### src/rtl/yc422_to_444_pkg.sv
// yc422_to_444_pkg: shared widths, in_data field layout and mode codes for the 4:2:2 -> 4:4:4 path and y2x
package yc422_to_444_pkg;
  localparam int DW = 8;
  localparam int LUMA_FIELD = 0;
  localparam int CHROMA_FIELD = 1;
  localparam logic MODE_REPL = 1'b0;
  localparam logic MODE_AVG = 1'b1;
  typedef enum logic {PH_EVEN, PH_ODD} phase_t;
endpackage

### src/rtl/yc422_to_444_if.sv
// yc422_to_444_if: 4:2:2 input stream, 4:4:4 output stream, config and status of the chroma upsampler
interface yc422_to_444_if #(parameter int DW = yc422_to_444_pkg::DW) ();
  logic in_valid;
  logic in_ready;
  logic [2*DW-1:0] in_data;
  logic in_sof;
  logic in_eol;
  logic cfg_mode;
  logic out_valid;
  logic out_ready;
  logic [DW-1:0] out_y;
  logic [DW-1:0] out_xb;
  logic [DW-1:0] out_xr;
  logic out_sof;
  logic out_eol;
  logic err_eol_even;
  modport master (
    output in_valid, in_data, in_sof, in_eol, cfg_mode, out_ready,
    input in_ready, out_valid, out_y, out_xb, out_xr, out_sof, out_eol, err_eol_even
  );
  modport slave (
    input in_valid, in_data, in_sof, in_eol, cfg_mode, out_ready,
    output in_ready, out_valid, out_y, out_xb, out_xr, out_sof, out_eol, err_eol_even
  );
endinterface

### src/rtl/yc422_to_444_chroma_avg.sv
// chroma_avg: rounded mean of two chroma samples, computed one bit wider so it never wraps
module chroma_avg #(
  parameter int DW = yc422_to_444_pkg::DW
) (
  input  logic [DW-1:0] a,
  input  logic [DW-1:0] b,
  output logic [DW-1:0] m
);
  logic [DW:0] s;
  assign s = {1'b0, a} + {1'b0, b} + (DW+1)'(1);
  assign m = s[DW:1];
endmodule

### src/rtl/yc422_to_444.sv
// yc422_to_444: pairs 4:2:2 beats into B, emits two 4:4:4 pixels per pair from A with replicated or averaged odd chroma
module yc422_to_444 #(
  parameter int DW = yc422_to_444_pkg::DW
) (
  input logic clk,
  input logic rst,
  yc422_to_444_if.slave bus
);
  import yc422_to_444_pkg::*;
  phase_t in_phase;
  logic [DW-1:0] in_y, in_c;
  logic [DW-1:0] b_y0, b_y1, b_cb, b_cr, a_y0, a_y1, a_cb, a_cr, avg_cb, avg_cr;
  logic b_half, b_full, b_sof, b_eol;
  logic a_full, a_phase, a_sof, a_eol;
  logic mode, err, load, fire, acc, avg, ov;
  assign in_y = bus.in_data[LUMA_FIELD*DW +: DW];
  assign in_c = bus.in_data[CHROMA_FIELD*DW +: DW];
  assign in_phase = b_half ? PH_ODD : PH_EVEN;
  assign avg = a_phase && mode == MODE_AVG && !a_eol;
  assign ov = a_full && (!avg || b_full);
  assign fire = ov && bus.out_ready;
  assign load = b_full && (!a_full || (a_phase && fire));
  assign bus.in_ready = !rst && (!b_full || load);
  assign acc = bus.in_valid && bus.in_ready;
  assign bus.out_valid = ov;
  assign bus.out_y = a_phase ? a_y1 : a_y0;
  assign bus.out_xb = avg ? avg_cb : a_cb;
  assign bus.out_xr = avg ? avg_cr : a_cr;
  assign bus.out_sof = a_sof && !a_phase;
  assign bus.out_eol = a_eol && a_phase;
  assign bus.err_eol_even = err;
  chroma_avg #(.DW(DW)) u_avg_cb (.a(a_cb), .b(b_cb), .m(avg_cb));
  chroma_avg #(.DW(DW)) u_avg_cr (.a(a_cr), .b(b_cr), .m(avg_cr));
  always_ff @(posedge clk) begin
    if (rst) begin
      {b_y0, b_y1, b_cb, b_cr, a_y0, a_y1, a_cb, a_cr} <= '0;
      {b_half, b_full, b_sof, b_eol, a_full, a_phase, a_sof, a_eol, mode, err} <= '0;
    end else begin
      if (acc && in_phase == PH_EVEN) begin
        b_y0 <= in_y;
        b_cb <= in_c;
        b_sof <= bus.in_sof;
        b_half <= 1'b1;
        if (bus.in_sof) mode <= bus.cfg_mode;
        if (bus.in_eol) err <= 1'b1;
      end
      if (acc && in_phase == PH_ODD) begin
        b_y1 <= in_y;
        b_cr <= in_c;
        b_eol <= bus.in_eol;
        b_half <= 1'b0;
      end
      b_full <= (acc && in_phase == PH_ODD) || (b_full && !load);
      if (load) begin
        {a_y0, a_y1, a_cb, a_cr} <= {b_y0, b_y1, b_cb, b_cr};
        a_sof <= b_sof;
        a_eol <= b_eol;
        a_full <= 1'b1;
        a_phase <= 1'b0;
      end else if (fire) begin
        a_full <= !a_phase;
        a_phase <= !a_phase;
      end
    end
  end
endmodule

### src/flat_wrapper.sv
// flat-port wrapper written by rule: the top's interface ports become plain ports
module yc422_to_444_flat import yc422_to_444_pkg::*;
#(
  parameter int DW = yc422_to_444_pkg::DW
)
  (clk, rst, bus_in_valid, bus_in_data, bus_in_sof, bus_in_eol, bus_cfg_mode, bus_out_ready, bus_in_ready, bus_out_valid, bus_out_y, bus_out_xb, bus_out_xr, bus_out_sof, bus_out_eol, bus_err_eol_even);
  yc422_to_444_if #(.DW(DW)) bus_i ();
  input logic clk;
  input logic rst;
  input wire logic [$bits(bus_i.in_valid)-1:0] bus_in_valid;
  input wire logic [$bits(bus_i.in_data)-1:0] bus_in_data;
  input wire logic [$bits(bus_i.in_sof)-1:0] bus_in_sof;
  input wire logic [$bits(bus_i.in_eol)-1:0] bus_in_eol;
  input wire logic [$bits(bus_i.cfg_mode)-1:0] bus_cfg_mode;
  input wire logic [$bits(bus_i.out_ready)-1:0] bus_out_ready;
  output wire logic [$bits(bus_i.in_ready)-1:0] bus_in_ready;
  output wire logic [$bits(bus_i.out_valid)-1:0] bus_out_valid;
  output wire logic [$bits(bus_i.out_y)-1:0] bus_out_y;
  output wire logic [$bits(bus_i.out_xb)-1:0] bus_out_xb;
  output wire logic [$bits(bus_i.out_xr)-1:0] bus_out_xr;
  output wire logic [$bits(bus_i.out_sof)-1:0] bus_out_sof;
  output wire logic [$bits(bus_i.out_eol)-1:0] bus_out_eol;
  output wire logic [$bits(bus_i.err_eol_even)-1:0] bus_err_eol_even;
  assign bus_i.in_valid = bus_in_valid;
  assign bus_i.in_data = bus_in_data;
  assign bus_i.in_sof = bus_in_sof;
  assign bus_i.in_eol = bus_in_eol;
  assign bus_i.cfg_mode = bus_cfg_mode;
  assign bus_i.out_ready = bus_out_ready;
  assign bus_in_ready = bus_i.in_ready;
  assign bus_out_valid = bus_i.out_valid;
  assign bus_out_y = bus_i.out_y;
  assign bus_out_xb = bus_i.out_xb;
  assign bus_out_xr = bus_i.out_xr;
  assign bus_out_sof = bus_i.out_sof;
  assign bus_out_eol = bus_i.out_eol;
  assign bus_err_eol_even = bus_i.err_eol_even;
  yc422_to_444 #(.DW(DW)) u_core (.clk(clk), .rst(rst), .bus(bus_i));
endmodule
### config.mk
export PLATFORM = sky130hd
export DESIGN_NAME = yc422_to_444_flat
export DESIGN_NICKNAME = d
export VERILOG_FILES = /design/src/rtl/yc422_to_444_pkg.sv /design/src/rtl/yc422_to_444_if.sv /design/src/rtl/yc422_to_444_chroma_avg.sv /design/src/rtl/yc422_to_444.sv /design/src/flat_wrapper.sv
export SDC_FILE = /design/constraint.sdc
export NUM_CORES = 1
export LEC_CHECK = 0
export ABC_AREA = 1
export BUFFER_PORTS_ARGS = -buffer_cell sky130_fd_sc_hd__clkbuf_2
export CORE_MARGIN = 4
export CORE_UTILIZATION = 44
export DETAILED_ROUTE_END_ITERATION = 10
export PLACE_DENSITY = 0.7
export SETUP_SLACK_MARGIN = 0.02
export SYNTH_ARGS = -nofsm -noshare
export SYNTH_HDL_FRONTEND = slang
export SYNTH_SLANG_ARGS = --single-unit
### constraint.sdc
create_clock -name clk -period 2.21 [get_ports clk]
set_input_delay 0.442 -clock clk [delete_from_list [all_inputs] [get_ports clk]]
set_output_delay 0.442 -clock clk [all_outputs]
set_load 0.1 [all_outputs]
==> results of run 1 <==
## critical path, cell delays in order, from the launching register on
cell,delay [ps]
dfxtp_2,340
nor2_4,130
inv_2,50
fa_2,380
nand4_1,130
nand3_2,100
nand2_2,100
nand2_2,60
o21ai_4,170
buf_12,190
## registers in the layout (all words and copies together) (netlist names)
register                 flops
u_core.a_cb                  8
u_core.a_cr                  8
u_core.a_eol                 1
u_core.a_full                1
u_core.a_phase               1
u_core.a_sof                 1
u_core.a_y0                  8
u_core.a_y1                  8
u_core.b_cb                  8
u_core.b_cr                  8
u_core.b_eol                 1
u_core.b_full                1
u_core.b_half                1
u_core.b_sof                 1
u_core.b_y0                  8
u_core.b_y1                  8
u_core.bus.err_eol_even      1
u_core.mode                  1
## cell usage after synthesis
cell	count
fa_1	2
o21ai_0	58
a31oi_1	2
clkbuf_2	1
or2_2	2
nand3_1	11
clkinv_1	1
xor2_1	2
inv_4	1
inv_1	24
nor2_1	123
buf_2	8
nand3b_1	1
o211ai_2	1
buf_6	1
nand4_1	4
dfxtp_1	74
xnor2_1	2
a21oi_1	30
clkbuf_1	10
nand2_2	1
o21ai_1	5
buf_4	1
nand2_1	120
ha_1	14
a21o_1	2
inv_2	2
nor2_4	1
buf_1	2
o21bai_1	2
## stage by stage
step | worst slack (ps) | instance area (um2)
final | -228.1 | 5020
after global routing | -300.4 | 5020
after CTS | -165.5 | 4807
after detailed placement | 77.04 | 4292
after global placement | 136.2 | 4292
after floorplan | -76.60 | 3650
## how the worst max path moves through the flow
stage                                to                         from
after floorplan           bus_out_xb[0]  u_core.a_phase$_SDFFE_PP0P_
after global placement    bus_out_xr[6]  u_core.a_cr[2]$_SDFFE_PP0P_
after detailed placement  bus_out_xr[6]  u_core.a_cr[2]$_SDFFE_PP0P_
after CTS                 bus_out_xr[5]  u_core.a_cr[0]$_SDFFE_PP0P_
after global routing      bus_out_xb[5]  u_core.a_cb[0]$_SDFFE_PP0P_
final                     bus_out_xb[5]  u_core.a_cb[0]$_SDFFE_PP0P_
## where the power goes
part	leakage, nW	switching [mW]	internal, mW
clock network	0.0782	0.510	0.442
logic	1.47	0.253	0.152
registers	0.612	0.0345	1.37
total	2.16	0.797	1.96
## cell families after synthesis
group	count (synthesis)	share of synthesized area (%)
buf+inv	51	6.188
xor+xnor	4	1.002
fa+ha+maj	16	6.152
compound gates	100	14.88
flops	74	42.35
simple gates	263	29.43
## per-layer routing
layer / share of wire (%) / GRT usage, % / vias to the layer above
met5: 0 / 0 / -
met4: 1.4 / 6.479 / 0
met3: 5.6 / 4.307 / 15
met2: 49 / 33.81 / 80
met1: 44 / 24.84 / 1601
li1: - / - / 1784
## cell type report
| cell class | instances | area [um2] |
|---|---|---|
| clock buffers | 11 | 141.4 |
| multi-input cells | 383 | 2251 |
| flip-flops and latches | 74 | 1528 |
| fillers | 623 | 2708 |
| well taps | 102 | 127.6 |
| clock inverters | 5 | 38.79 |
| repair buffers | 89 | 825.8 |
| inverters | 28 | 107.6 |
## timing repair
action                     CTS  global route
pin swaps                   16            31
cloned                       0             0
buffers inserted            15            10
gates resized for setup     47            47
setup endpoints to repair   16            17
hold endpoints to repair     0             0
==> impl_results.md, run 1 <==
* Status: finished with violations
* Failing checks: negative setup slack
* Area leader, netlist: dfxtp_1
* Hold Crit Start: bus_in_data[15]
* Commonest non-fill, non-tap cells in the layout: nor2_1 (118), nand2_1 (100), dfxtp_1 (53)
* # IOs at 52
* Max Clk Rate at 410.1 MHz
* Sequential-to-total area share from yosys stat at 42.35%
* Max-cap check violation count at 0
* WP data arrival at 2000 ps
* CTS tree: done
* Worst R2R End: u_core.a_cr[2]$_SDFFE_PP0P_
* Total Nets Final at 624
* Core Util, Final at 64.96%
* Min-Delay Endpoint: u_core.b_cb[7]$_SDFFE_PP0P_
* ANT cells at 0
* Initial antenna violation count at 0
* Largest net degree at the start of global routing at 36
* Tot GR Track Use at 19.83%
* Library cells used by synthesis at 30
* Slew HR at 58.40%
* Post-Synthesis Cell Area at 3498 um2
* P&R area growth vs syn at 43.49%
* Chip width at 97.17 um
* Worst-Margin Slew at 623.1 ps
* Row count at 32
* Number of global-route vias before repair at 3374
* Initial Util at 45.27%
* Crit Path Max Fanout at 3
* Reg2reg path depth at 10
* Total Power at 2.761 mW
* Type of origin of the critical path: flop
* CP Class: flop to primary output
* Area contributors post-synth: dfxtp_1 (42%), nor2_1 (13%), nand2_1 (13%)
* First-pass GRT wire length at 15.45 mm
* Hold Crit Depth at 3
* Ratio of cells with drive above 1 in the final layout at 34.24%
* Yosys reg bits at 74
* Syn Area/Cell at 6.887 um2
* Clk sinks at 74
* Synth top area share at 42.35%
* Inst Count DP at 651
* Cells after Synth at 508
* Skew final at 9.536 ps
* VDD IR-drop max at 344.0 uV
* Die ar. at 9441 um2
* Port Buffer Count at 51
* Routed Antenna Nets at 0
* H-Tree Depth at 3
* WP data required at 1770 ps
* Drt pass-1 iters at 4
* Warnings from Yosys at 0
* Core Box Area at 7727 um2
* R2R setup slack at 340 ps
* Post-layout minimum cycle time at 2438 ps
* Worst-skew pair later-pin latency at 340 ps
* Fin. Hold Viols at 0
* Reg clk slew, reported paths at 80 ps
* RSZ-0062 raised after global routing: true
* Hold crit path type: input pin to flop
* Detailed placer's ending HPWL at 6.081 mm
* Final WS setup at -228.1 ps
* Routability Congestion at 0.8357
* # DRC at 0
* Clock Path Buffers at 2
* Worst hold slack at 335.5 ps
* Tcrit/Tclk final at 110.3%
* DR vias at 3480
* Setup_tns at -1876 ps
* CP Capture Type: primary output
* Routed WL per cell at 13.94 um
* Pwr dens at 549.9 nW/um2
* Post-CTS Hold Fix Bufs at 0
* DR vias/cell at 5.029
* Grt ovf at 0
* Non-Filler Instances at 692
* Routed WL at 9.647 mm
* Num CTS Buffers at 9
* Commonest non-fill, non-tap cell in the layout: nor2_1
* RR Startpoint: u_core.mode$_SDFFE_PP0P_
* Synth Net Count at 547
* Max Slew Vio Count at 0
* Die H at 97.17 um
* LEAKAGE at 2.162 nW
* Clock tree root buffer cell: clkbuf_8
* Setup violations, final at 13
* DRT iter0 DRCs at 229
(Power assumes the default switching activity.)
==> inputs of run 2 (changes only) <==
Settings changed: CTS_BUF_LIST set to sky130_fd_sc_hd__clkbuf_16.
==> run 2 against run 1 <==
The flow still finishes with violations (negative setup slack). Sequential share of layout area is 0.28 points lower. Combinational power is 2% lower. Count of clock-buffer cells in the layout is 2 lower. Critical path depth stayed put. Global-route usage is 0.12 points higher. Critical path type unchanged. Core utilization is 0.34 points higher. Highest routed layer unchanged. Wire length is 2.2% lower. Sequential cell count stayed put. Worst setup slack better by 62 ps.
==> impl_results.md, run 2 (synthesis results as in run 1) <==
* Setup violations, final at 12
* Core Box Area at 7727 um2
* Pwr dens at 617.7 nW/um2
* WP data required at 1770 ps
* Worst Setup SP: u_core.b_cr[2]$_SDFFE_PP0P_
* Commonest non-fill, non-tap cells in the layout: nor2_1 (118), nand2_1 (103), dfxtp_1 (52)
* Fin. Hold Viols at 0
* Failing checks: negative setup slack
* Max Clk Rate at 420.8 MHz
* Final WS setup at -166.2 ps
* Detailed placer's ending HPWL at 6.081 mm
* Pint at 2.275 mW
* Reg clk slew, reported paths at 60 ps
* Row count at 32
* Hold crit path type: input pin to flop
* Clock Path Buffers at 2
* # DRC at 0
* CTS tree: done
* Total Nets Final at 620
* Clock tree root buffer cell: clkbuf_16
* ANT cells at 0
* WP data arrival at 1930 ps
* Type of origin of the critical path: flop
* Crit Path Max Fanout at 3
* Status: finished with violations
* DR vias/cell at 5.063
* First-pass GRT wire length at 15.55 mm
* Die ar. at 9441 um2
* Worst-Margin Slew at 609.7 ps
* Drt pass-1 iters at 4
* Routed Antenna Nets at 0
* Post-layout minimum cycle time at 2376 ps
* Sequential power share at 45.2%
* Largest net degree at the start of global routing at 36
* Ratio of cells with drive above 1 in the final layout at 32.76%
* Tcrit/Tclk final at 107.5%
* DRT iter0 DRCs at 189
* Worst hold slack at 355.4 ps
* Slew HR at 59.29%
* Chip width at 97.17 um
* Most frequent cell on the critical path: o21ai_4
* CP Capture Type: primary output
* Max-cap check violation count at 0
* P&R area growth vs syn at 44.24%
* Worst-skew pair later-pin latency at 330 ps
* DR vias at 3483
* Routed WL at 9.434 mm
* Num CTS Buffers at 9
* Net Sw Frac at 26.99%
* H-Tree Depth at 3
* Commonest non-fill, non-tap cell in the layout: nor2_1
* LEAKAGE at 2.196 nW
* Non-Filler Instances at 688
* Port Buffer Count at 51
* Total Power at 3.117 mW
* DP Worst Slack at 77.04 ps
* Inst Count DP at 651
* Crit-path cells: ha_4 -> a21oi_4 -> o21ai_4 -> buf_6 -> a21o_1 -> nand2_1 -> nand2_2 -> o21ai_4 -> buf_12
* VDD IR-drop max at 462.0 uV
* Number of global-route vias before repair at 3410
* Max Slew Vio Count at 0
* Routability Congestion at 0.8357
* Initial Util at 45.27%
* Clk sinks at 74
* Worst path max stage delay at 340 ps
* Die H at 97.17 um
* Worst path slowest cell: dfxtp_2
* Clock power share at 42.1%
* Routed WL per cell at 13.71 um
* RSZ-0062 raised after global routing: true
* Hold Crit Start: bus_in_data[15]
* RR Startpoint: u_core.mode$_SDFFE_PP0P_
* Grt ovf at 0
* CP Class: flop to primary output
* Tot GR Track Use at 19.95%
* P_sw at 841.3 uW
* Initial antenna violation count at 0
* # IOs at 52
* Skew final at 7.009 ps
* Combinational share of power at 12.7%
run 2: changes by cell type in the layout (fill, tap and decap cells not counted), moves of 2 or more:
cell	previous run	this run
nand2_2	20	16
buf_4	34	30
clkbuf_16	0	9
dfxtp_2	13	17
clkbuf_8	10	0
dfxtp_4	8	5
nand2_1	100	103
inv_1	19	21
run 2: what timing repair did:
item	4_1_cts	5_1_grt
setup endpoints to repair	16	16
gates cloned	0	0
pin swaps	16	24
hold buffers	0	0
gates resized for setup	47	38
endpoints found under the hold margin	0	0
buffers inserted	14	7
run 2: power groups by stage:
stage,sequential (mW),combinational [mW],clock (mW)
CTS,1.41,0.376,1.33
detailed placement,1.43,0.348,0
global route,1.41,0.430,1.39
floorplan,1.43,0.235,0
finish,1.41,0.395,1.31
global placement,1.43,0.343,0
run 2: stage by stage:
stage	TNS [ps]	utilization [%]	cell area (um2)
floorplan	-153.2	-	3650
global placement	0	55.54	4292
detailed placement	0	55.54	4292
CTS	-934.2	63.29	4891
global route	-2292	65.30	5046
finish	-1464	65.30	5046
run 2: per-layer routing:
metal / wire length, um / part of all wire [%] / global-route usage, % / up-vias
met1: 4186 / 44 / 24.79 / 1611
met2: 4663 / 49 / 34.39 / 81
met5: 0 / 0 / 0 / -
li1: - / - / - / 1775
met4: 133 / 1.4 / 7.127 / 0
met3: 452 / 4.8 / 3.733 / 16
run 2: final timing paths:
path / slack [ps] / endpoint / cells after the start
setup / recovery: -170 / bus_out_xr[4] / 9
hold / removal: 360 / u_core.b_cb[7]$_SDFFE_PP0P_ / 3
setup reg to reg: 350 / u_core.a_cr[2]$_SDFFE_PP0P_ / 10
hold reg to reg: 460 / u_core.b_sof$_SDFFE_PP0P_ / 2
run 2: final cells by class:
| type | instances | area, um2 |
|---|---|---|
| Sequential cell | 74 | 1521 |
| Clock inverter | 7 | 46.29 |
| Inverter | 28 | 107.6 |
| Multi-Input combinational cell | 383 | 2222 |
| Tap cell | 102 | 127.6 |
| Fill cell | 614 | 2681 |
| Clock buffer | 9 | 225.2 |
| Timing Repair Buffer | 85 | 795.8 |
run 2: worst max-delay path, delay by kind of cell (launching register included):
family          cells  cell delay (ps)
compound gates      4              560
buf+inv             2              310
flops               1              340
fa+ha+maj           1              260
simple gates        2              130
